$ cat config.mk
export PLATFORM = sky130hd
export DESIGN_NAME = pingpong_ram_ctrl
export DESIGN_NICKNAME = d
export VERILOG_FILES = /design/src/rtl/pingpong_ram_ctrl.sv
export SDC_FILE = /design/constraint.sdc
export NUM_CORES = 1
export LEC_CHECK = 0
export ABC_AREA = 0
export CORE_ASPECT_RATIO = 1.1
export CORE_UTILIZATION = 38
export CTS_BUF_LIST = sky130_fd_sc_hd__clkbuf_8
export CTS_CLUSTER_DIAMETER = 200
export DETAILED_ROUTE_END_ITERATION = 8
export PLACE_DENSITY = 0.6
export SLEW_MARGIN = 30
export SYNTH_ARGS = -nofsm -noshare
export SYNTH_HDL_FRONTEND = slang
export SYNTH_SLANG_ARGS = --single-unit
export TNS_END_PERCENT = 50
$ cat constraint.sdc
create_clock -name clk -period 4.68 [get_ports clk]
set_clock_uncertainty 0.1 [all_clocks]
set_input_delay 0.702 -clock clk [delete_from_list [all_inputs] [get_ports clk]]
set_output_delay 0.702 -clock clk [all_outputs]
set_load 0.005 [all_outputs]
$ cat src/rtl/pingpong_ram_ctrl.sv
// Two-bank ping-pong frame buffer: frames are written row-major into one bank
// and read back column-major, so the output stream is the transposed matrix.
//
// state   | meaning
// W_IDLE  | waiting for wr_command
// W_ARM   | latch write bank, clear write counter
// W_RUN   | accept data_in beats until DEPTH written
// R_IDLE  | waiting for rd_command
// R_ARM   | latch read bank, clear row/col
// R_RUN   | issue one column-major read per cycle
// R_DRAIN | wait out the registered RAM output
module pingpong_ram_ctrl #(
  parameter int DATA_W = 16,
  parameter int ROWS   = 4,
  parameter int COLS   = 8
) (
  input  logic              clk,
  input  logic              rst,
  input  logic [DATA_W-1:0] data_in,
  input  logic              data_in_valid,
  input  logic              wr_command,
  input  logic              wr_ram_number,
  input  logic              rd_command,
  input  logic              rd_ram_number,
  output logic              wr_finish_0,
  output logic              wr_finish_1,
  output logic              rd_finish_0,
  output logic              rd_finish_1,
  output logic [DATA_W-1:0] data_out,
  output logic              data_out_valid,
  output logic              cmd_err
);

  localparam int DEPTH  = ROWS * COLS;
  localparam int ADDR_W = $clog2(DEPTH);
  localparam logic [ADDR_W-1:0] LAST     = ADDR_W'(DEPTH - 1);
  localparam logic [ADDR_W-1:0] ROW_LAST = ADDR_W'(ROWS - 1);
  localparam logic [ADDR_W-1:0] COL_LAST = ADDR_W'(COLS - 1);
  localparam logic [ADDR_W-1:0] COLS_A   = ADDR_W'(COLS);

  typedef enum logic [1:0] {W_IDLE, W_ARM, W_RUN} wr_state_t;
  typedef enum logic [1:0] {R_IDLE, R_ARM, R_RUN, R_DRAIN} rd_state_t;

  wr_state_t wr_state, wr_next;
  rd_state_t rd_state, rd_next;

  logic [DATA_W-1:0] mem0 [DEPTH];
  logic [DATA_W-1:0] mem1 [DEPTH];

  logic              wr_bank;
  logic [ADDR_W-1:0] wr_cnt;
  logic              wr_beat;
  logic              wr_last;

  logic              rd_bank;
  logic [ADDR_W-1:0] rd_row;
  logic [ADDR_W-1:0] rd_col;
  logic [ADDR_W-1:0] rd_addr;
  logic              rd_issue;
  logic              rd_last;

  assign wr_beat  = (wr_state == W_RUN) && data_in_valid;
  assign wr_last  = wr_beat && (wr_cnt == LAST);
  assign rd_issue = (rd_state == R_RUN);
  assign rd_addr  = rd_row * COLS_A + rd_col;
  assign rd_last  = rd_issue && (rd_row == ROW_LAST) && (rd_col == COL_LAST);

  always_ff @(posedge clk or posedge rst) begin
    if (rst) begin
      wr_state <= W_IDLE;
      rd_state <= R_IDLE;
    end else begin
      wr_state <= wr_next;
      rd_state <= rd_next;
    end
  end

  always_comb begin
    wr_next = wr_state;
    case (wr_state)
      W_IDLE:  if (wr_command) wr_next = W_ARM;
      W_ARM:   wr_next = W_RUN;
      W_RUN:   if (wr_last) wr_next = W_IDLE;
      default: wr_next = W_IDLE;
    endcase
  end

  always_comb begin
    rd_next = rd_state;
    case (rd_state)
      R_IDLE:  if (rd_command) rd_next = R_ARM;
      R_ARM:   rd_next = R_RUN;
      R_RUN:   if (rd_last) rd_next = R_DRAIN;
      R_DRAIN: rd_next = R_IDLE;
      default: rd_next = R_IDLE;
    endcase
  end

  // RAM contents survive reset; only the control path is cleared.
  always_ff @(posedge clk) begin
    if (wr_beat) begin
      if (wr_bank) mem1[wr_cnt] <= data_in;
      else         mem0[wr_cnt] <= data_in;
    end
  end

  always_ff @(posedge clk or posedge rst) begin
    if (rst) begin
      wr_bank     <= 1'b0;
      wr_cnt      <= '0;
      wr_finish_0 <= 1'b0;
      wr_finish_1 <= 1'b0;
    end else begin
      wr_finish_0 <= wr_last && !wr_bank;
      wr_finish_1 <= wr_last && wr_bank;
      if (wr_state == W_ARM) begin
        wr_bank <= wr_ram_number;
        wr_cnt  <= '0;
      end else if (wr_last) begin
        wr_cnt <= '0;
      end else if (wr_beat) begin
        wr_cnt <= wr_cnt + 1'b1;
      end
    end
  end

  // Row is the inner loop, so consecutive reads walk down a column.
  always_ff @(posedge clk or posedge rst) begin
    if (rst) begin
      rd_bank        <= 1'b0;
      rd_row         <= '0;
      rd_col         <= '0;
      data_out       <= '0;
      data_out_valid <= 1'b0;
      rd_finish_0    <= 1'b0;
      rd_finish_1    <= 1'b0;
    end else begin
      data_out_valid <= rd_issue;
      rd_finish_0    <= rd_last && !rd_bank;
      rd_finish_1    <= rd_last && rd_bank;
      if (rd_issue) data_out <= rd_bank ? mem1[rd_addr] : mem0[rd_addr];
      if (rd_state == R_ARM) begin
        rd_bank <= rd_ram_number;
        rd_row  <= '0;
        rd_col  <= '0;
      end else if (rd_issue) begin
        if (rd_row == ROW_LAST) begin
          rd_row <= '0;
          rd_col <= rd_col + 1'b1;
        end else begin
          rd_row <= rd_row + 1'b1;
        end
      end
    end
  end

  always_ff @(posedge clk or posedge rst) begin
    if (rst) begin
      cmd_err <= 1'b0;
    end else if ((wr_command && wr_state != W_IDLE) ||
                 (rd_command && rd_state != R_IDLE)) begin
      cmd_err <= 1'b1;
    end
  end

endmodule

==> out/qor.yml, run 1 <==
sta:
  min_period_ns: 3.48
  tns_ns: 0
  tightest_slew_ns: 0.890
  hold_violations: 0
  rsz0062_at_grt: "no"
  finalWorstSetupSlack_ns: 1.20
  max_freq_ghz: 0.288
  slew_headroom: 0.390
  setup_violations: 0
  fin_crit_sh: 0.743
  maxSlewViolCount: 0
logic_synthesis:
  async_flop_share: 0.0403
  netlist_area_um2: 41900
  ys_warn_count: 0
  synth_edf_count: 1024
  yosys_register_bits: 1067
  ys.flop_type: "edfxtp_1"
  synth.distinct_cells: 48
  synth-seq-area-share: 0.760
  syn_area_per_cell_um2: 22.3
  synth_nets: 1915
  synth_cells: 1880
worst_setup_path:
  criticalPathCategory: "flop to flop"
  path_cells: "buf_4, mux4_2, mux2i_1, mux2i_1, mux2i_1, a221oi_2"
  cpLargestDelayFamily: "multiplexers"
  cp-start-kind: "flop"
  endpoint_kind: "flop"
  cp_num_buf_inv: 1
  cp_data_arrival_time_ns: 4.02
  worstPathMaxFanout: 22
  worst_path_max_delay_cell: "mux2i_1"
  critPathRequiredTime_ns: 5.22
  reg2reg_slack_ns: 1.20
  path_common_cell: "mux2i_1"
  critPathMaxStageDelay_ns: 0.72
floorplan:
  pin_count: 45
  dieArea_um2: 112000
  start_util: 0.384
  fp.dieW_um: 318
  num_rows: 127
  coreArea_um2: 109000
  chipHeight_um: 350
power_and_ir_drop:
  peakVddDrop_mv: 0.325
  powerDensity_nw_per_um2: 470
  leakagePower_nw: 15.5
clock_tree:
  root_buffer: "clkbuf_8"
  clock_path_buffers: 3
  clk_latency_ns: 0.84
  cts_resized: 0
  ctsHoldBuffers: 0
  cts_tree: "done"
  clk_pin_slew_ns: 0.07
  cts_sinks: 1067
  cts-buffers-inserted: 171
  h-tree-depth: 4
  cts_setup_buffers: 0
drt:
  drt.antenna.violating_nets: 0
  drc_errors: 0
  firstDrtPassIters: 5
  wirelength_mm: 99.0
  via_per_inst: 5.40
  vias: 19800
  drt_iter0_drc: 1887
  wl_per_cell_um: 27.1
placed_design:
  pre_cts_ws_ns: 1.25
  place_inst: 3349
  hpwl_mm: 55.9
  place_congestion: 0.776
  io_buffers: 44
grt:
  grt_max_degree: 65
  grt_overflow: 0
  grt_pass1_wl_mm: 142
  track_usage: 0.179
  antenna_found_initial: 7
  first_global_vias: 20500
cells_and_area:
  final_cell_mix: "edfxtp_1, mux4_2, mux2i_1, clkbuf_8, buf_4"
  nets: 2138
  syn2layout_area_growth_pct: 13.3
  instances_no_fill: 3661
  layout_commonest_cell: "edfxtp_1"
  drive_above_1_share: 0.278
run:
  drv_cap: 0
outcome:
  status: "finished clean"
min_path:
  hold_path_class: "input port to async pin"
## logic make-up (layout without fill, tap and decap cells)
group,after synthesis,after routing,share of synthesized area
AOI/OAI and AO/OA,69,69,0.0128
adders and majority gates,12,12,0.00359
xor gates and xnor gates,1,1,0.000568
other,0,1,0
DFF,1067,1067,0.760
buffers and inverters,113,474,0.0187
muxes,467,467,0.188
and+or+nand+nor,151,151,0.0161
## path summary, 6_finish.rpt
check / start / endpoint / cells after the start
setup / recovery: rd_col[0] / data_out[10] / 6
hold / removal: rst / wr_finish_1 / 2
setup reg to reg: rd_col[0] / data_out[10] / 6
hold reg to reg: cmd_err / cmd_err / 2
max in group asynchronous: rst / rd_col[2] / 3
min in group clk: data_in[13] / mem0[22][13] / 1
## worst reg2reg max path: stages (launching register included)
cell and delay [ns]:
dfrtp_4 0.71, buf_4 0.51, mux4_2 0.59, mux2i_1 0.42, mux2i_1 0.13, mux2i_1 0.72
a221oi_2 0.11
## state kept, by name (all words and copies together), names as in the netlist, 2 cells and up
name and cells:
data_out 16, mem1 512, rd_col 5, rd_state 2
wr_cnt 5, wr_state 2, mem0 512, rd_row 5
## layout make-up
| type | instances | area, um^2 |
|---|---|---|
| antenna | 1 | 2.50 |
| clock buffer | 184 | 2530 |
| clock inverter | 127 | 656 |
| fill | 9251 | 61700 |
| inverter | 12 | 46.3 |
| multi-input combinational | 700 | 9290 |
| sequential | 1067 | 31800 |
| tap | 1419 | 1780 |
| timing repair buffer | 151 | 1300 |
## synth_stat cells, types with 2 or more instances
| cell type | n | area [um^2] |
|---|---|---|
| clkbuf_4 | 2 | 15.0 |
| nand2_1 | 25 | 93.8 |
| inv_1 | 10 | 37.5 |
| or2_2 | 5 | 31.3 |
| and3_1 | 3 | 18.8 |
| a21oi_1 | 8 | 40.0 |
| nand3b_1 | 2 | 15.0 |
| nand3_1 | 8 | 40.0 |
| buf_6 | 31 | 349 |
| buf_4 | 4 | 30.0 |
| o31ai_1 | 2 | 15.0 |
| ha_1 | 12 | 150 |
| and2_1 | 5 | 31.3 |
| buf_1 | 9 | 33.8 |
| dfrtp_1 | 43 | 1080 |
| a221oi_2 | 10 | 150 |
| nor3_1 | 3 | 15.0 |
| o2bb2ai_1 | 3 | 26.3 |
| buf_8 | 6 | 90.1 |
| nor2_1 | 88 | 330 |
| a22o_1 | 2 | 17.5 |
| buf_2 | 28 | 140 |
| clkbuf_1 | 21 | 78.8 |
| mux4_2 | 256 | 5770 |
| o21ai_0 | 15 | 75.1 |
| o22ai_1 | 16 | 100 |
| mux2i_1 | 210 | 2100 |
| a32o_1 | 2 | 20.0 |
| edfxtp_1 | 1024 | 30700 |
| a221oi_1 | 6 | 52.6 |
| nand2b_1 | 3 | 18.8 |
| nand4_1 | 2 | 12.5 |
## power by group
group	internal (mW)	switching [mW]
sequential	10.7	0.306
combinational	1.46	2.37
clock	3.80	3.62
total	16.0	6.30
## routing by layer
metal	global-route usage	share of wire
met2	0.293	0.49
met3	0.0426	0.067
met5	0	0.00012
met4	0.0655	0.028
met1	0.234	0.41
## per-stage QoR
stage               utilization  total power, mW  hold WS, ns  area [um^2]
floorplan                     -             13.5        0.358        41900
global placement          0.405             15.0        0.353        44200
detailed placement        0.405             15.1        0.366        44200
CTS                       0.434             22.5        0.243        47400
global route              0.435             23.1        0.207        47400
finish                    0.435             22.3        0.204        47400
(Power assumes the default switching activity.)
==> run 2: changes to the inputs <==
clock period = 3.6 ns   (was 4.68 ns; I/O delays follow)
==> run 2 against run 1 <==
  * Cell area is 0.74% higher
  * Die area stayed put
  * Register-to-register slack worse by 0.91 ns
  * Cell count is 0.79% higher
  * Worst hold slack worse by 0.11 ns
  * Clock power is 30% higher
  * Critical path type unchanged
==> out/qor.yml, run 2 (synthesis results as in run 1) <==
floorplan:
  fp.dieW_um: 318
  start_util: 0.384
  pin_count: 45
  chipHeight_um: 350
  coreArea_um2: 109000
  dieArea_um2: 112000
  num_rows: 127
worst_setup_path:
  cp_num_buf_inv: 2
  critPathMaxStageDelay_ns: 0.60
  worst_path_max_delay_cell: "mux2i_1"
  critPathRequiredTime_ns: 4.13
  path_common_cell: "mux2i_1"
  cp-start-kind: "flop"
  criticalPathCategory: "flop to flop"
  cpLargestDelayFamily: "multiplexers"
  endpoint_kind: "flop"
  cp_data_arrival_time_ns: 3.84
  worstPathMaxFanout: 26
  path_cells: "ha_4, xnor3_4, buf_12, buf_4, mux2i_1, mux2i_1, mux2i_1, a221oi_2"
grt:
  grt_pass1_wl_mm: 143
  first_global_vias: 20900
  antenna_found_initial: 6
  track_usage: 0.178
  grt_overflow: 0
  grt_max_degree: 65
cells_and_area:
  drive_above_1_share: 0.285
  syn2layout_area_growth_pct: 14.1
  layout_commonest_cell: "edfxtp_1"
  utilization: 0.438
  nets: 2166
  fin_area_um2: 47800
  reg_top3: "mem0: 512 flops, mem1: 512 flops, data_out: 16 flops"
  final_cell_mix: "edfxtp_1, mux4_2, mux2i_1, clkbuf_8, buf_4"
sta:
  maxSlewViolCount: 0
  tightest_slew_ns: 1.01
  tns_ns: 0
  max_freq_ghz: 0.302
  whs_ns: 0.0989
  rsz0062_at_grt: "no"
  slew_headroom: 0.327
  hold_violations: 0
  min_period_ns: 3.31
  fin_crit_sh: 0.919
  setup_violations: 0
drt:
  firstDrtPassIters: 5
  drc_errors: 0
  maxUsedRoutingLayer: "met5"
  wl_met1_mm: 40.5
  wirelength_mm: 97.8
  vias: 19800
  via_per_inst: 5.36
  wl_met3_mm: 6.80
  drt_iter0_drc: 1911
  wl_met2_mm: 48.2
  drt.antenna.violating_nets: 0
  wl_per_cell_um: 26.5
clock_tree:
  clock_path_buffers: 3
  clk_latency_ns: 0.83
  cts_sinks: 1067
  cts_resized: 0
  root_buffer: "clkbuf_8"
  cts_tree: "done"
  cts_setup_buffers: 0
  clk_pin_slew_ns: 0.06
  h-tree-depth: 4
  ctsHoldBuffers: 0
  cts-buffers-inserted: 169
power_and_ir_drop:
  leakagePower_nw: 15.7
  powerDensity_nw_per_um2: 607
  power.total_mw: 29.0
  peakVddDrop_mv: 0.368
placed_design:
  io_buffers: 44
  hpwl_mm: 59.6
  placed_cell_area_um2: 44600
  place_congestion: 0.806
run:
  drv_cap: 0
min_path:
  hold_path_class: "input port to async pin"
outcome:
  status: "finished clean"
[run 2: area by class of cell]
type | instances | area, um^2
diodes | 2 | 5.00
clock buffers | 178 | 2450
clock inverters | 131 | 714
fillers | 9146 | 61400
inverters | 12 | 45.0
multi-input cells | 700 | 9290
flip-flops and latches | 1067 | 31800
well taps | 1419 | 1780
repair buffers | 181 | 1670
[run 2: routing by layer]
layer  global-route usage  vias to the layer above
li1                     -                     8401
met4               0.0577                        2
met2                0.291                      678
met1                0.233                    10600
met5                    0                        -
met3               0.0440                      152
[run 2: worst reg2reg max path, cell delays in order (launching register included)]
cell	delay [ns]
dfrtp_1	0.46
ha_4	0.19
xnor3_4	0.50
buf_12	0.29
buf_4	0.33
mux2i_1	0.37
mux2i_1	0.16
mux2i_1	0.60
a221oi_2	0.11
[run 2: path summary, 6_finish.rpt]
check / start / endpoint / slack (ns) / cells after the start
setup / recovery: rd_col[3] / data_out[14] / 0.29 / 8
hold / removal: rst / wr_finish_1 / 0.1 / 2
setup reg to reg: rd_col[3] / data_out[14] / 0.29 / 8
hold reg to reg: cmd_err / cmd_err / 0.37 / 2
max in group asynchronous: rst / rd_col[2] / 2.62 / 2
min in group clk: data_in[13] / mem0[10][13] / 0.14 / 1
[run 2: power breakdown]
part           switching, mW  internal [mW]  leakage [nW]
clock                   4.69           4.96          1.83
combinational           3.02           2.05          4.15
sequential             0.351           13.9          9.72
[run 2: per-stage QoR]
| stage | setup WS (ns) | instances |
|---|---|---|
| floorplan | 0.554 | 1880 |
| global placement | 0.460 | 3379 |
| detailed placement | 0.442 | 3379 |
| CTS | 0.409 | 3688 |
| global route | 0.193 | 3689 |
| finish | 0.293 | 3690 |
==> RTL change: new RTL, config.mk and constraints of run 1 <==
Add an input register stage for `data_in`, `data_in_valid`, `wr_command`, `wr_ram_number`, `rd_command` and `rd_ram_number`, with the module's reset; this delays them by one clock.
--- a/src/rtl/pingpong_ram_ctrl.sv
+++ b/src/rtl/pingpong_ram_ctrl.sv
@@ -41,6 +41,31 @@
   typedef enum logic [1:0] {W_IDLE, W_ARM, W_RUN} wr_state_t;
   typedef enum logic [1:0] {R_IDLE, R_ARM, R_RUN, R_DRAIN} rd_state_t;
 
+  logic [DATA_W-1:0] data_q;
+  logic data_in_valid_q;
+  logic wr_command_q;
+  logic wr_ram_number_q;
+  logic rd_command_q;
+  logic rd_ram_number_q;
+
+  always_ff @(posedge clk or posedge rst) begin
+    if (rst) begin
+      data_q          <= '0;
+      data_in_valid_q <= '0;
+      wr_command_q    <= '0;
+      wr_ram_number_q <= '0;
+      rd_command_q    <= '0;
+      rd_ram_number_q <= '0;
+    end else begin
+      data_q          <= data_in;
+      data_in_valid_q <= data_in_valid;
+      wr_command_q    <= wr_command;
+      wr_ram_number_q <= wr_ram_number;
+      rd_command_q    <= rd_command;
+      rd_ram_number_q <= rd_ram_number;
+    end
+  end
+
   wr_state_t wr_state, wr_next;
   rd_state_t rd_state, rd_next;
 
@@ -59,7 +84,7 @@
   logic              rd_issue;
   logic              rd_last;
 
-  assign wr_beat  = (wr_state == W_RUN) && data_in_valid;
+  assign wr_beat  = (wr_state == W_RUN) && data_in_valid_q;
   assign wr_last  = wr_beat && (wr_cnt == LAST);
   assign rd_issue = (rd_state == R_RUN);
   assign rd_addr  = rd_row * COLS_A + rd_col;
@@ -78,7 +103,7 @@
   always_comb begin
     wr_next = wr_state;
     case (wr_state)
-      W_IDLE:  if (wr_command) wr_next = W_ARM;
+      W_IDLE:  if (wr_command_q) wr_next = W_ARM;
       W_ARM:   wr_next = W_RUN;
       W_RUN:   if (wr_last) wr_next = W_IDLE;
       default: wr_next = W_IDLE;
@@ -88,7 +113,7 @@
   always_comb begin
     rd_next = rd_state;
     case (rd_state)
-      R_IDLE:  if (rd_command) rd_next = R_ARM;
+      R_IDLE:  if (rd_command_q) rd_next = R_ARM;
       R_ARM:   rd_next = R_RUN;
       R_RUN:   if (rd_last) rd_next = R_DRAIN;
       R_DRAIN: rd_next = R_IDLE;
@@ -99,8 +124,8 @@
   // RAM contents survive reset; only the control path is cleared.
   always_ff @(posedge clk) begin
     if (wr_beat) begin
-      if (wr_bank) mem1[wr_cnt] <= data_in;
-      else         mem0[wr_cnt] <= data_in;
+      if (wr_bank) mem1[wr_cnt] <= data_q;
+      else         mem0[wr_cnt] <= data_q;
     end
   end
 
@@ -114,7 +139,7 @@
       wr_finish_0 <= wr_last && !wr_bank;
       wr_finish_1 <= wr_last && wr_bank;
       if (wr_state == W_ARM) begin
-        wr_bank <= wr_ram_number;
+        wr_bank <= wr_ram_number_q;
         wr_cnt  <= '0;
       end else if (wr_last) begin
         wr_cnt <= '0;
@@ -140,7 +165,7 @@
       rd_finish_1    <= rd_last && rd_bank;
       if (rd_issue) data_out <= rd_bank ? mem1[rd_addr] : mem0[rd_addr];
       if (rd_state == R_ARM) begin
-        rd_bank <= rd_ram_number;
+        rd_bank <= rd_ram_number_q;
         rd_row  <= '0;
         rd_col  <= '0;
       end else if (rd_issue) begin
@@ -157,8 +182,8 @@
   always_ff @(posedge clk or posedge rst) begin
     if (rst) begin
       cmd_err <= 1'b0;
-    end else if ((wr_command && wr_state != W_IDLE) ||
-                 (rd_command && rd_state != R_IDLE)) begin
+    end else if ((wr_command_q && wr_state != W_IDLE) ||
+                 (rd_command_q && rd_state != R_IDLE)) begin
       cmd_err <= 1'b1;
     end
   end
Formal check against the unedited RTL: not equivalent (a bounded check fails within 4 cycles, from zero or initial values and one cycle with rst high).
==> RTL change against run 1 <==
Sequential cell count is 21 higher. Setup slack worse by 0.044 ns. Cell area is 1.3% higher. Via count increased by 0.36%. Cell count up 2.2%. First-iteration DRC count is 0.79% higher. Routed wire length up 0.72%. Area after synthesis increased by 1.2%. Critical path depth increased by 1. Core utilization about the same. Count of clock-buffer cells in the layout shrank 6. Power up 6.3%.
==> RTL change: results (changes against run 1) <==
stage;metric;value;unit;change
outcome;status;finished, final reports clean;;unchanged
worst_setup_path;slowest stage delay, CP;0.81;ns;was 0.72 ns
grt;initial antenna violation count;4;;was 7
min_path;min-delay worst type;primary input to flop;;was primary input to asynchronous set/reset pin
worst_setup_path;CP max-delay cell;dfrtp_4;;was mux2i_1
grt;M2 GR Usage;27.7;%;was 29.3%
clocking;CTS Buf Count;169;;was 171
synth;Avg Cell Area, Syn;22.4;um2;was 22.3 um2
finish;Nets;2152;;was 2,138
worst_setup_path;crit-path max FO;40;;was 22
sta;Slew HR;39.2;%;was 39.0%
detailed_routing;via/cell ratio;5.30;;was 5.40
worst_setup_path;crit path DAT;4.08;ns;was 4.02 ns
placement;Routability Congestion;0.830;;was 0.776
power;worst vdd ir;0.000375;V;was 0.000325 V
grt;met1 usage;24.1;%;was 23.4%
clocking;clk_lat worst skew;0.82;ns;was 0.84 ns
detailed_routing;First DRT Iteration DRCs;1902;;was 1,887
detailed_routing;total wire length;99800;um;was 99,000 um
synth;Seq/Total Area, Yosys;76.4;%;was 76.0%
grt;GR Util met3;4.78;%;was 4.26%
grt;vias in the first global route;20500;;about the same
synth;Commonest cells post-synth;edfxtp_1, mux4_2, mux2i_1, nor2_1, dfrtp_1;;unchanged
finish;Top Registers;mem0 x512, mem1 x512;;was mem0 x512, mem1 x512, data_out x16
placement;DP Cell Count;3441;;was 3,349
placement;placed wire-length estimate;58700;um;was 55,900 um
grt;first-pass GRT wire length;144000;um;was 142,000 um
## RTL change: final timing paths
path                                   from            to  slack, ns  cells past startpoint
worst max-delay path              rd_col[0]  data_out[11]       1.16                      7
min in group asynchronous               rst    data_q[13]       0.28                      2
worst min-delay path            data_in[11]    data_q[11]       0.23                      1
max in group asynchronous               rst     rd_col[2]       3.23                      3
worst min register to register      rd_bank   rd_finish_0       0.40                      1
worst max register to register    rd_col[0]  data_out[11]       1.16                      7
## RTL change: layout make-up
type | count | area, um2 | share of cell area, %
flip-flops and latches | 1088 | 32400 | 67.4
multi-input cells | 695 | 9290 | 19.3
clock buffers | 178 | 2450 | 5.10
well taps | 1495 | 1870 | 3.89
repair buffers | 153 | 1390 | 2.89
clock inverters | 122 | 628 | 1.31
inverters | 10 | 38.8 | 0.0807
diodes | 2 | 5.00 | 0.0104
## RTL change: cell families (layout without fill, tap and decap cells)
logic type      after synthesis  after routing  share of synthesized area [%]
compound gates               60             60                           1.13
xor+xnor                      7              7                          0.180
fa+ha+maj                    12             12                          0.354
buf+inv                     112            463                           1.84
flops                      1088           1088                           76.4
mux                         466            466                           18.6
other cells                   0              2                              0
simple gates                150            150                           1.56
## RTL change: worst max-delay path: cells and delay by family (launching register included)
family | cells | cell delay (ns)
multiplexers | 4 | 1.46
buffers and inverters | 2 | 0.76
AO/OA/AOI/OAI | 1 | 0.16
flip-flops | 1 | 0.81
## RTL change: stage by stage
stage | utilization, % | instance area, um2
finish | 43.4 | 48100
detailed placement | 40.6 | 45000
global placement | 40.6 | 44900
floorplan | - | 42400
global route | 43.4 | 48000
CTS | 43.4 | 48000
## RTL change: layer usage
layer,routed length (um),vias to the layer above
li1,-,8353
met1,42300,10700
met2,47400,657
met3,7040,147
met4,3020,0
met5,0,-
